**src/rtl/bytebeat_pkg.sv**
```systemverilog
// Shared types and helpers for the bytebeat mixer: waveform modes, noise LFSR
// constants and a width-parameterised saturation function.
package bytebeat_pkg;

    typedef enum logic [1:0] {
        MODE_SQUARE = 2'd0,
        MODE_SAW    = 2'd1,
        MODE_BEAT   = 2'd2,
        MODE_NOISE  = 2'd3
    } mode_t;

    localparam logic [15:0] LFSR_SEED = 16'hACE1;
    localparam logic [15:0] LFSR_TAPS = 16'hB400;

    // Wide enough for any legal BITS plus mixer headroom.
    localparam int unsigned SAT_W = 48;

    function automatic logic signed [SAT_W-1:0] saturate(
        input  logic signed [SAT_W-1:0] v,
        input  int unsigned             bits,
        output logic                    clipped
    );
        logic signed [SAT_W-1:0] hi;
        logic signed [SAT_W-1:0] lo;
        hi = signed'((SAT_W'(1) << (bits - 1)) - SAT_W'(1));
        lo = ~hi;
        clipped = (v > hi) || (v < lo);
        if (v > hi) return hi;
        if (v < lo) return lo;
        return v;
    endfunction

endpackage

```
**src/rtl/bytebeat_channel.sv**
```systemverilog
// One bytebeat voice: time counter, trigger/decay envelope and the registered
// enveloped sample for this channel.
module bytebeat_channel
    import bytebeat_pkg::*;
#(
    parameter int unsigned BITS  = 16,
    parameter int unsigned TW    = 32,
    parameter int unsigned ENV_W = 8
) (
    input  logic                   dspclk,
    input  logic                   n_reset,
    input  logic                   sample_tick,
    input  logic                   trig,
    input  logic [1:0]             mode,
    input  logic [3:0]             rate,
    input  logic [ENV_W-1:0]       decay,
    input  logic                   mute,
    input  logic [15:0]            lfsr,
    output logic signed [BITS-1:0] p
);

    localparam int unsigned PW = BITS + ENV_W + 1;

    logic [TW-1:0]           t;
    logic [ENV_W-1:0]        env;
    logic [BITS-1:0]         raw;
    logic [7:0]              beat_a;
    logic [7:0]              beat_b;
    logic [15:0]             beat_full;
    logic signed [BITS-1:0]  s;
    logic signed [PW-1:0]    prod;
    logic signed [BITS-1:0]  p_next;
    logic                    unused_bits;

    always_ff @(posedge dspclk or negedge n_reset) begin
        if (!n_reset) begin
            t   <= '0;
            env <= '0;
        end else if (trig) begin
            t   <= '0;
            env <= '1;
        end else if (sample_tick) begin
            t   <= t + TW'(rate) + TW'(1);
            env <= (env > decay) ? env - decay : '0;
        end
    end

    always_comb begin
        raw       = '0;
        beat_a    = t[7:0];
        beat_b    = t[15:8] | t[16:9];
        beat_full = 16'(beat_a) * 16'(beat_b);
        case (mode_t'(mode))
            MODE_SQUARE: raw = t[11] ? '1 : '0;
            MODE_SAW:    raw = BITS'(t[11:0]) << (BITS - 12);
            MODE_BEAT:   raw = BITS'(beat_full[7:0]) << (BITS - 8);
            MODE_NOISE:  raw = BITS'(lfsr) << (BITS - 16);
            default:     raw = '0;
        endcase
        // Subtracting 2^(BITS-1) from an unsigned BITS value is an MSB flip.
        s      = signed'({~raw[BITS-1], raw[BITS-2:0]});
        prod   = PW'(s) * PW'(signed'({1'b0, env}));
        p_next = mute ? '0 : prod[ENV_W +: BITS];
    end

    assign unused_bits = ^{t >> 17, beat_full[15:8], prod};

    always_ff @(posedge dspclk or negedge n_reset) begin
        if (!n_reset) p <= '0;
        else          p <= p_next;
    end

endmodule

```
**src/rtl/bytebeat_mixer.sv**
```systemverilog
// Multi-voice bytebeat generator: shared noise LFSR, per-channel voices,
// saturating mixer and the sample strobe pipeline.
module bytebeat_mixer
    import bytebeat_pkg::*;
#(
    parameter int unsigned BITS     = 16,
    parameter int unsigned CHANNELS = 4,
    parameter int unsigned TW       = 32,
    parameter int unsigned ENV_W    = 8
) (
    input  logic                      dspclk,
    input  logic                      n_reset,
    input  logic                      sample_tick,
    input  logic [CHANNELS-1:0]       trig,
    input  logic [2*CHANNELS-1:0]     mode,
    input  logic [4*CHANNELS-1:0]     rate,
    input  logic [ENV_W*CHANNELS-1:0] decay,
    input  logic [CHANNELS-1:0]       mute,
    output logic signed [BITS-1:0]    sig,
    output logic                      sig_valid,
    output logic                      clip
);

    localparam int unsigned MW = BITS + $clog2(CHANNELS) + 1;

    logic [15:0]             lfsr;
    logic                    tick_d1;
    logic                    tick_d2;
    logic signed [BITS-1:0]  p_all [CHANNELS];
    logic signed [MW-1:0]    sum;
    logic signed [SAT_W-1:0] sat;
    logic                    clipped;
    logic                    unused_sat;

    always_ff @(posedge dspclk or negedge n_reset) begin
        if (!n_reset) begin
            lfsr    <= LFSR_SEED;
            tick_d1 <= 1'b0;
            tick_d2 <= 1'b0;
        end else begin
            if (sample_tick) lfsr <= (lfsr >> 1) ^ (lfsr[0] ? LFSR_TAPS : '0);
            tick_d1 <= sample_tick;
            tick_d2 <= tick_d1;
        end
    end

    for (genvar c = 0; c < CHANNELS; c++) begin : g_ch
        bytebeat_channel #(
            .BITS  (BITS),
            .TW    (TW),
            .ENV_W (ENV_W)
        ) u_ch (
            .dspclk      (dspclk),
            .n_reset     (n_reset),
            .sample_tick (sample_tick),
            .trig        (trig[c]),
            .mode        (mode[2*c +: 2]),
            .rate        (rate[4*c +: 4]),
            .decay       (decay[ENV_W*c +: ENV_W]),
            .mute        (mute[c]),
            .lfsr        (lfsr),
            .p           (p_all[c])
        );
    end

    always_comb begin
        sum = '0;
        for (int unsigned c = 0; c < CHANNELS; c++) sum = sum + MW'(p_all[c]);
        sat = saturate(SAT_W'(sum), BITS, clipped);
    end

    assign unused_sat = ^(sat >> BITS);

    always_ff @(posedge dspclk or negedge n_reset) begin
        if (!n_reset) begin
            sig       <= '0;
            sig_valid <= 1'b0;
            clip      <= 1'b0;
        end else begin
            sig_valid <= tick_d2;
            clip      <= tick_d2 & clipped;
            if (tick_d2) sig <= sat[BITS-1:0];
        end
    end

endmodule

```
**config.mk**
```make
export PLATFORM = sky130hd
export DESIGN_NAME = bytebeat_mixer
export DESIGN_NICKNAME = d
export VERILOG_FILES = /design/src/rtl/bytebeat_pkg.sv /design/src/rtl/bytebeat_channel.sv /design/src/rtl/bytebeat_mixer.sv
export SDC_FILE = /design/constraint.sdc
export NUM_CORES = 2
export LEC_CHECK = 0
export BUFFER_PORTS_ARGS = -buffer_cell sky130_fd_sc_hd__buf_2
export CORE_MARGIN = 5
export CORE_UTILIZATION = 55
export CTS_CLUSTER_SIZE = 12
export DETAILED_ROUTE_END_ITERATION = 10
export GPL_TIMING_DRIVEN = 0
export HOLD_SLACK_MARGIN = 0.15
export MAX_ROUTING_LAYER = met4
export PLACE_DENSITY = 0.72
export SLEW_MARGIN = 10
export SYNTH_ARGS = -nofsm -noshare
export SYNTH_HDL_FRONTEND = slang
export SYNTH_SLANG_ARGS = --single-unit
```
**constraint.sdc**
```tcl
create_clock -name dspclk -period 11.55 [get_ports dspclk]
set_input_delay 1.155 -clock dspclk [delete_from_list [all_inputs] [get_ports dspclk]]
set_output_delay 1.155 -clock dspclk [all_outputs]
set_load 0.01 [all_outputs]
```
### Yosys cells after proc, flatten, opt, wreduce, memory -nomap -nowiden

Cells that the tools add are included.

| word-level totals | value |
|---|---|
| bits in registers | 260 |
| input port bits | 67 |
| logic and storage cells | 118 |

| cells by class | value |
|---|---|
| add/sub/neg operators | 15 |
| multipliers | 8 |
| magnitude comparators | 6 |
| eq/ne operators | 12 |
| multiplexer cells | 40 |
| bitwise operators | 10 |
| reductions and logical operators | 9 |

Operators with widths:

| operator | count |
|---|---|
| 32-bit two-way mux | 8 |
| 16-bit one-hot mux with 4 select lines | 4 |
| 16-bit two-way mux | 13 |
| 32-bit by 1-bit adder with 32-bit output, second input constant | 4 |
| 32-bit by 4-bit adder with 32-bit output | 4 |
| 16-bit by 9-bit multiplier with 24-bit output | 4 |
| 8-bit two-way mux | 12 |
| 8-bit > comparator | 4 |
| 8-bit by 8-bit multiplier with 8-bit output | 4 |
| 8-bit OR | 4 |
| 8-bit subtractor | 4 |
| 18-bit by 16-bit adder with 19-bit output | 1 |
| 19-bit by 16-bit > comparator with 1-bit output, second input constant | 1 |
| 19-bit by 16-bit < comparator with 1-bit output, second input constant | 1 |
| 17-bit by 16-bit adder with 18-bit output | 1 |
| 16-bit by 16-bit adder with 17-bit output | 1 |
| 2-bit == test, second input constant | 8 |
| 15-bit by 16-bit XOR with 16-bit output | 1 |
| 2-bit by 1-bit == test with 1-bit output, second input constant | 4 |
| 2-bit zero test | 4 |
| 2-bit nonzero test | 4 |
| 1-bit NOT | 4 |
| 1-bit two-way mux | 3 |
| 1-bit AND | 1 |
| 1-bit logical OR | 1 |

### Depth between registers and ports, before layout

| logic depth | value |
|---|---|
| depth in word-level cells | 8 |
| depth in mapped cells | 35 |

### Cells and area by module

From an unflattened synthesis, not the netlist that was laid out.

| second synthesis, totals | value |
|---|---|
| cells, all modules | 3827 |
| area, all modules | 34227.8 um^2 |

Modules (own cells, without submodules):

| module | instances | cells each | area each (um^2) | sequential area each (um^2) |
|---|---|---|---|---|
| bytebeat_channel at g_ch[0].u_ch | 1 | 877 | 7778.7 | 1026.0 |
| bytebeat_channel at g_ch[2].u_ch | 1 | 873 | 7746.2 | 1026.0 |
| bytebeat_channel at g_ch[1].u_ch | 1 | 855 | 7674.9 | 1026.0 |
| bytebeat_channel at g_ch[3].u_ch | 1 | 862 | 7609.8 | 1026.0 |
| bytebeat_mixer | 1 | 360 | 3418.3 | 910.9 |

### Worst setup path after synthesis

No wires, ideal clock.

| timing | value |
|---|---|
| kind | flip-flop to flip-flop |
| start | register g_ch[1].u_ch.t[11] |
| end | register g_ch[1].u_ch.p[15] |
| arrival | 8437 ps |
| path slack | 3035 ps |
| cell stages (with the launch flop) | 34 |
| buffers on the path | 2 |
| period minus slack after synthesis | 8515 ps |
| cell sequence | dfrtp_1 -> clkbuf_1 -> buf_1 -> nor2_1 -> nor2b_1 -> fa_1 -> inv_1 -> fa_1 -> fa_1 -> fa_1 -> inv_1 -> ha_1 -> a21oi_1 -> xnor2_1 -> xnor2_1 -> xnor3_1 -> o211ai_1 -> o21ai_2 -> and2_1 -> inv_1 -> fa_1 -> fa_1 -> inv_1 -> fa_1 -> inv_1 -> fa_1 -> inv_1 -> ha_1 -> a21o_1 -> a21o_1 -> a221oi_4 -> o21ai_2 -> or3_1 -> a21oi_1 |

| between the ends | value |
|---|---|
| cells in the longest elaborated chain, start to end | 6 |
| elaborated cells on any way between the ends | 7 |
| those cells by class | mul: 2; mux: 3; bitwise: 2 |

RTL lines:

| element | line | text |
|---|---|---|
| start, declared | bytebeat_channel.sv:24 | `logic [TW-1:0] t;` |
| start signal, assigned | bytebeat_channel.sv:43 | `t <= t + TW'(rate) + TW'(1);` |
| 8-bit OR | bytebeat_channel.sv:51 | `beat_b = t[15:8] \| t[16:9];` |
| 8-bit by 8-bit multiplier with 8-bit output | bytebeat_channel.sv:52 | `beat_full = 16'(beat_a) * 16'(beat_b);` |
| 16-bit one-hot mux with 4 select lines * | bytebeat_channel.sv:53 | `case (mode_t'(mode))` |
| 1-bit NOT | bytebeat_channel.sv:61 | `s = signed'({~raw[BITS-1], raw[BITS-2:0]});` |
| 16-bit by 9-bit multiplier with 24-bit output * | bytebeat_channel.sv:62 | `prod = PW'(s) * PW'(signed'({1'b0, env}));` |
| 16-bit two-way mux * | bytebeat_channel.sv:63 | `p_next = mute ? '0 : prod[ENV_W +: BITS];` |
| named net g_ch[1].u_ch.p_next[15] | bytebeat_channel.sv:32 | `logic signed [BITS-1:0] p_next;` |
| end signal, assigned | bytebeat_channel.sv:70 | `else p <= p_next;` |
| end, declared | bytebeat_channel.sv:19 | `output logic signed [BITS-1:0] p` |

The timed path passes the listed nets; every way through them passes the cells marked *.
A chain may end at the register's enable or synchronous reset.

### Worst setup path in the final report

Same ends and word-level chain as after synthesis.

==> impl_metrics.tcl <==
set metrics [dict create \
    postSynthRegisterBits 200 \
    total_nets_after_synthesis 4469 \
    ctsHoldBuffers 0 \
    wire_per_inst_um 18.3 \
    clk_latency_ns 0.51 \
    antenna_found_initial 4 \
    row_count 89 \
    ys_types 86 \
    cts_setup_buffers 0 \
    crit_slowest_cell "fa_1" \
    critical_path_class "flip-flop to flip-flop" \
    post-place-cells 4453 \
    tritoncts "built" \
    r2r_end "g_ch[1].u_ch.p[15]" \
    ff2ff_setup_slack_ns 2.09 \
    grt_start_max_net_pins 105 \
    p_per_area_nw_per_um2 308 \
    synthFlopType "dfrtp_1" \
    syn-cell-area_sq_um 32800 \
    required_time_of_the_critical_path_ns 11.96 \
    final_antenna_net_count 0 \
    global_route_usage_over_all_layers_pct 27.1 \
    final-instance-count-excl-fill 4491 \
    avgSynthCellArea_sq_um 9.10 \
    critPathMaxStageDelay_ns 0.53 \
    cts-buffers-inserted 17 \
    grt_pass1_wl_um 133000 \
    timing.max_slew.rel_slack_pct 14.3 \
    fmaxAchievable_mhz 106 \
    clock_skew_ns 0.0124 \
    initial_utilization_pct 55.6 \
    cap_viol_max_count 0 \
    finalCritPeriodShare_pct 81.9 \
    synthCells 3607 \
    drc 0 \
    final-max-slew-violation-count 0 \
    avgViaCountPerCell 5.48 \
    port_buffers 72 \
    core_box_area_sq_um 59000 \
    clk_transition_reported_paths_ns 0.08 \
    die-width_um 254 \
    postCtsResizedCells 0 \
    reg2regPathDepth 33 \
    regToRegStartpoint "g_ch[1].u_ch.t[11]" \
    syn_to_final_growth_pct 5.96 \
    holdWs_ns 0.355 \
    design.die.area_sq_um 64600 \
    detailedPlacementHpwl_um 65800 \
    final_layout_size_suffix_gt1_share_pct 5.41 \
    fp.dieH_um 254 \
    drt_first_iter_violations 1497 \
    synth.yosys.seq_area_share_pct 15.3 \
    hold_path_class "flip-flop to flip-flop" \
    clock-sinks 200 \
    vdd.ir_drop.worst_v 0.000349 \
    final_nets 4561 \
    drt-total-wl_um 82100 \
    first_global_vias 25033 \
    leakage_nw 17.4 \
    count_of_synthesis_stage_warnings_from_yosys 0 \
    arrival_ns 9.86 \
    grt-ovfl-total 0 \
    path_common_cell "fa_1" \
    async_reset_ff_share_pct 100 \
    startpoint "g_ch[1].u_ch.t[11]" \
    cp_max_fo 10 \
    setup_violations 0 \
    h-tree-depth 4 \
    holdCritStartpoint "tick_d1" \
    final.setup.tns_ns 0 \
    drtPass1Iterations 7 \
    final-hold-violation-count 0 \
    ioPinCount 85 \
    rsz0062_at_grt "no" \
    max-clock-path-buffers 2 \
    finalCriticalPeriod_ns 9.46 \
    setup.worst_path.end_class "flip-flop" \
    synth-edff-count 0 \
    clock-root-buffer "clkbuf_16" \
    gp_congestion 0.944 \
    tightestPinTransition_ns 1.28 \
    detailroute.via_count 24629 \
    startpoint_type "flip-flop" \
    run_status "finished clean" \
    critical_path.endpoint "g_ch[1].u_ch.p[15]" \
]
## registers in the layout, summed over array words and instances, names as in the netlist
name / count
tick_d2: 1
g_ch.u_ch.t: 68
lfsr: 16
g_ch.u_ch.p: 64
sig: 16
clip: 1
g_ch.u_ch.env: 32
tick_d1: 1
sig_valid: 1
## routing by layer
layer	GRT usage (%)	wire length (um)	vias to the layer above
met3	6.72	6560	155
met2	41.0	37300	748
met1	35.6	35000	12258
li1	-	-	11468
met4	10.4	3280	0
met5	-	0	-
## worst min-delay path by stage
stage | end | cells after the start | slack, ns
after detailed placement | tick_d2 | 0 | 0.34
after global placement | tick_d2 | 0 | 0.33
after global routing | tick_d2 | 0 | 0.36
after CTS | tick_d2 | 0 | 0.36
after floorplan | tick_d2 | 0 | 0.33
final | tick_d2 | 0 | 0.36
## critical path: cells and delay by family, from the launching register on
| family | cells | cell delay, ns |
|---|---|---|
| adders and majority gates | 10 | 4.57 |
| xor gates and xnor gates | 3 | 0.75 |
| buffers and inverters | 8 | 0.93 |
| DFF | 1 | 0.38 |
| and+or+nand+nor | 4 | 1.03 |
| AOI/OAI and AO/OA | 8 | 1.70 |
## report_power, final
part	leakage (nW)	internal, mW	switching (mW)	total, mW
logic	14.6	3.71	5.18	8.90
clock network	0.273	0.313	0.312	0.624
registers	2.52	0.946	0.251	1.20
## synthesized netlist by cell type, types with 11 or more instances
| cell type | number | area, sq um |
|---|---|---|
| mux2i_1 | 12 | 120 |
| o31ai_1 | 11 | 82.6 |
| ha_1 | 318 | 3980 |
| nor2_1 | 292 | 1100 |
| o21ai_0 | 99 | 495 |
| fa_1 | 477 | 9550 |
| clkbuf_1 | 108 | 405 |
| buf_2 | 11 | 55.1 |
| nand4_1 | 18 | 113 |
| mux4_2 | 27 | 608 |
| o22ai_1 | 21 | 131 |
| nor3_1 | 22 | 110 |
| or3_1 | 12 | 75.1 |
| a211oi_1 | 12 | 90.1 |
| dfrtp_1 | 192 | 4800 |
| buf_1 | 17 | 63.8 |
| nor2b_1 | 68 | 425 |
| a21o_1 | 66 | 495 |
| xnor2_1 | 132 | 1160 |
| nand2_1 | 273 | 1020 |
| and2_1 | 287 | 1800 |
| nand3_1 | 44 | 220 |
| mux2_2 | 17 | 191 |
| inv_1 | 659 | 2470 |
| a21oi_1 | 121 | 606 |
| xor2_1 | 92 | 806 |
| and3_1 | 17 | 106 |
| nand2b_1 | 19 | 119 |
## final cells by class
| class | instances | area, sq um |
|---|---|---|
| antenna | 6 | 15.0 |
| clock inverter | 11 | 113 |
| inverter | 665 | 2500 |
| fill | 5182 | 24200 |
| timing repair buffer | 73 | 398 |
| sequential | 200 | 5010 |
| clock buffer | 21 | 460 |
| multi-input combinational | 2603 | 24700 |
| tap | 773 | 967 |
| buffer | 139 | 559 |
## placed cells by master, fill, tap and decap left out, drive strengths merged, types with 8 or more instances in the layout
cell type / instances
inv: 664
fa: 477
ha: 318
nor2: 292
and2: 288
nand2: 274
dfrtp: 192
xnor2: 132
clkbuf: 129
a21oi: 123
o21ai: 112
buf: 104
xor2: 92
nor2b: 68
a21o: 66
nand3: 44
mux4: 27
nor3: 24
o22ai: 21
nand2b: 19
nand4: 18
mux2: 18
and3: 17
a211oi: 14
or3: 12
mux2i: 12
o31ai: 11
o211ai: 11
o221ai: 10
o21a: 10
or2: 10
a31oi: 8
a221o: 8
dfstp: 8
o21bai: 8
clkinv: 8
## through the flow
stage	worst slack [ns]	total power, mW	cell area [sq um]	util (%)
after detailed placement	2.16	10.0	34200	57.9
after CTS	2.12	10.7	34800	58.9
after floorplan	3.03	7.78	32800	-
after global placement	2.20	9.88	34100	57.9
after global routing	1.57	12.0	34800	58.9
final	2.09	10.7	34800	58.9
## cells by family (layout without fill, tap and decap cells)
family / count (synthesis) / count (layout) / share of synthesized area (%)
AND/OR/NAND/NOR: 1087 / 1087 / 16.3
adder cells (fa/ha/maj): 795 / 795 / 41.2
AO/OA/AOI/OAI: 432 / 432 / 8.46
buffers and inverters: 804 / 909 / 9.31
multiplexers: 57 / 57 / 2.84
flip-flops: 200 / 200 / 15.3
XOR/XNOR: 232 / 232 / 6.55
other: 0 / 6 / 0
(Power assumes the default switching activity.)
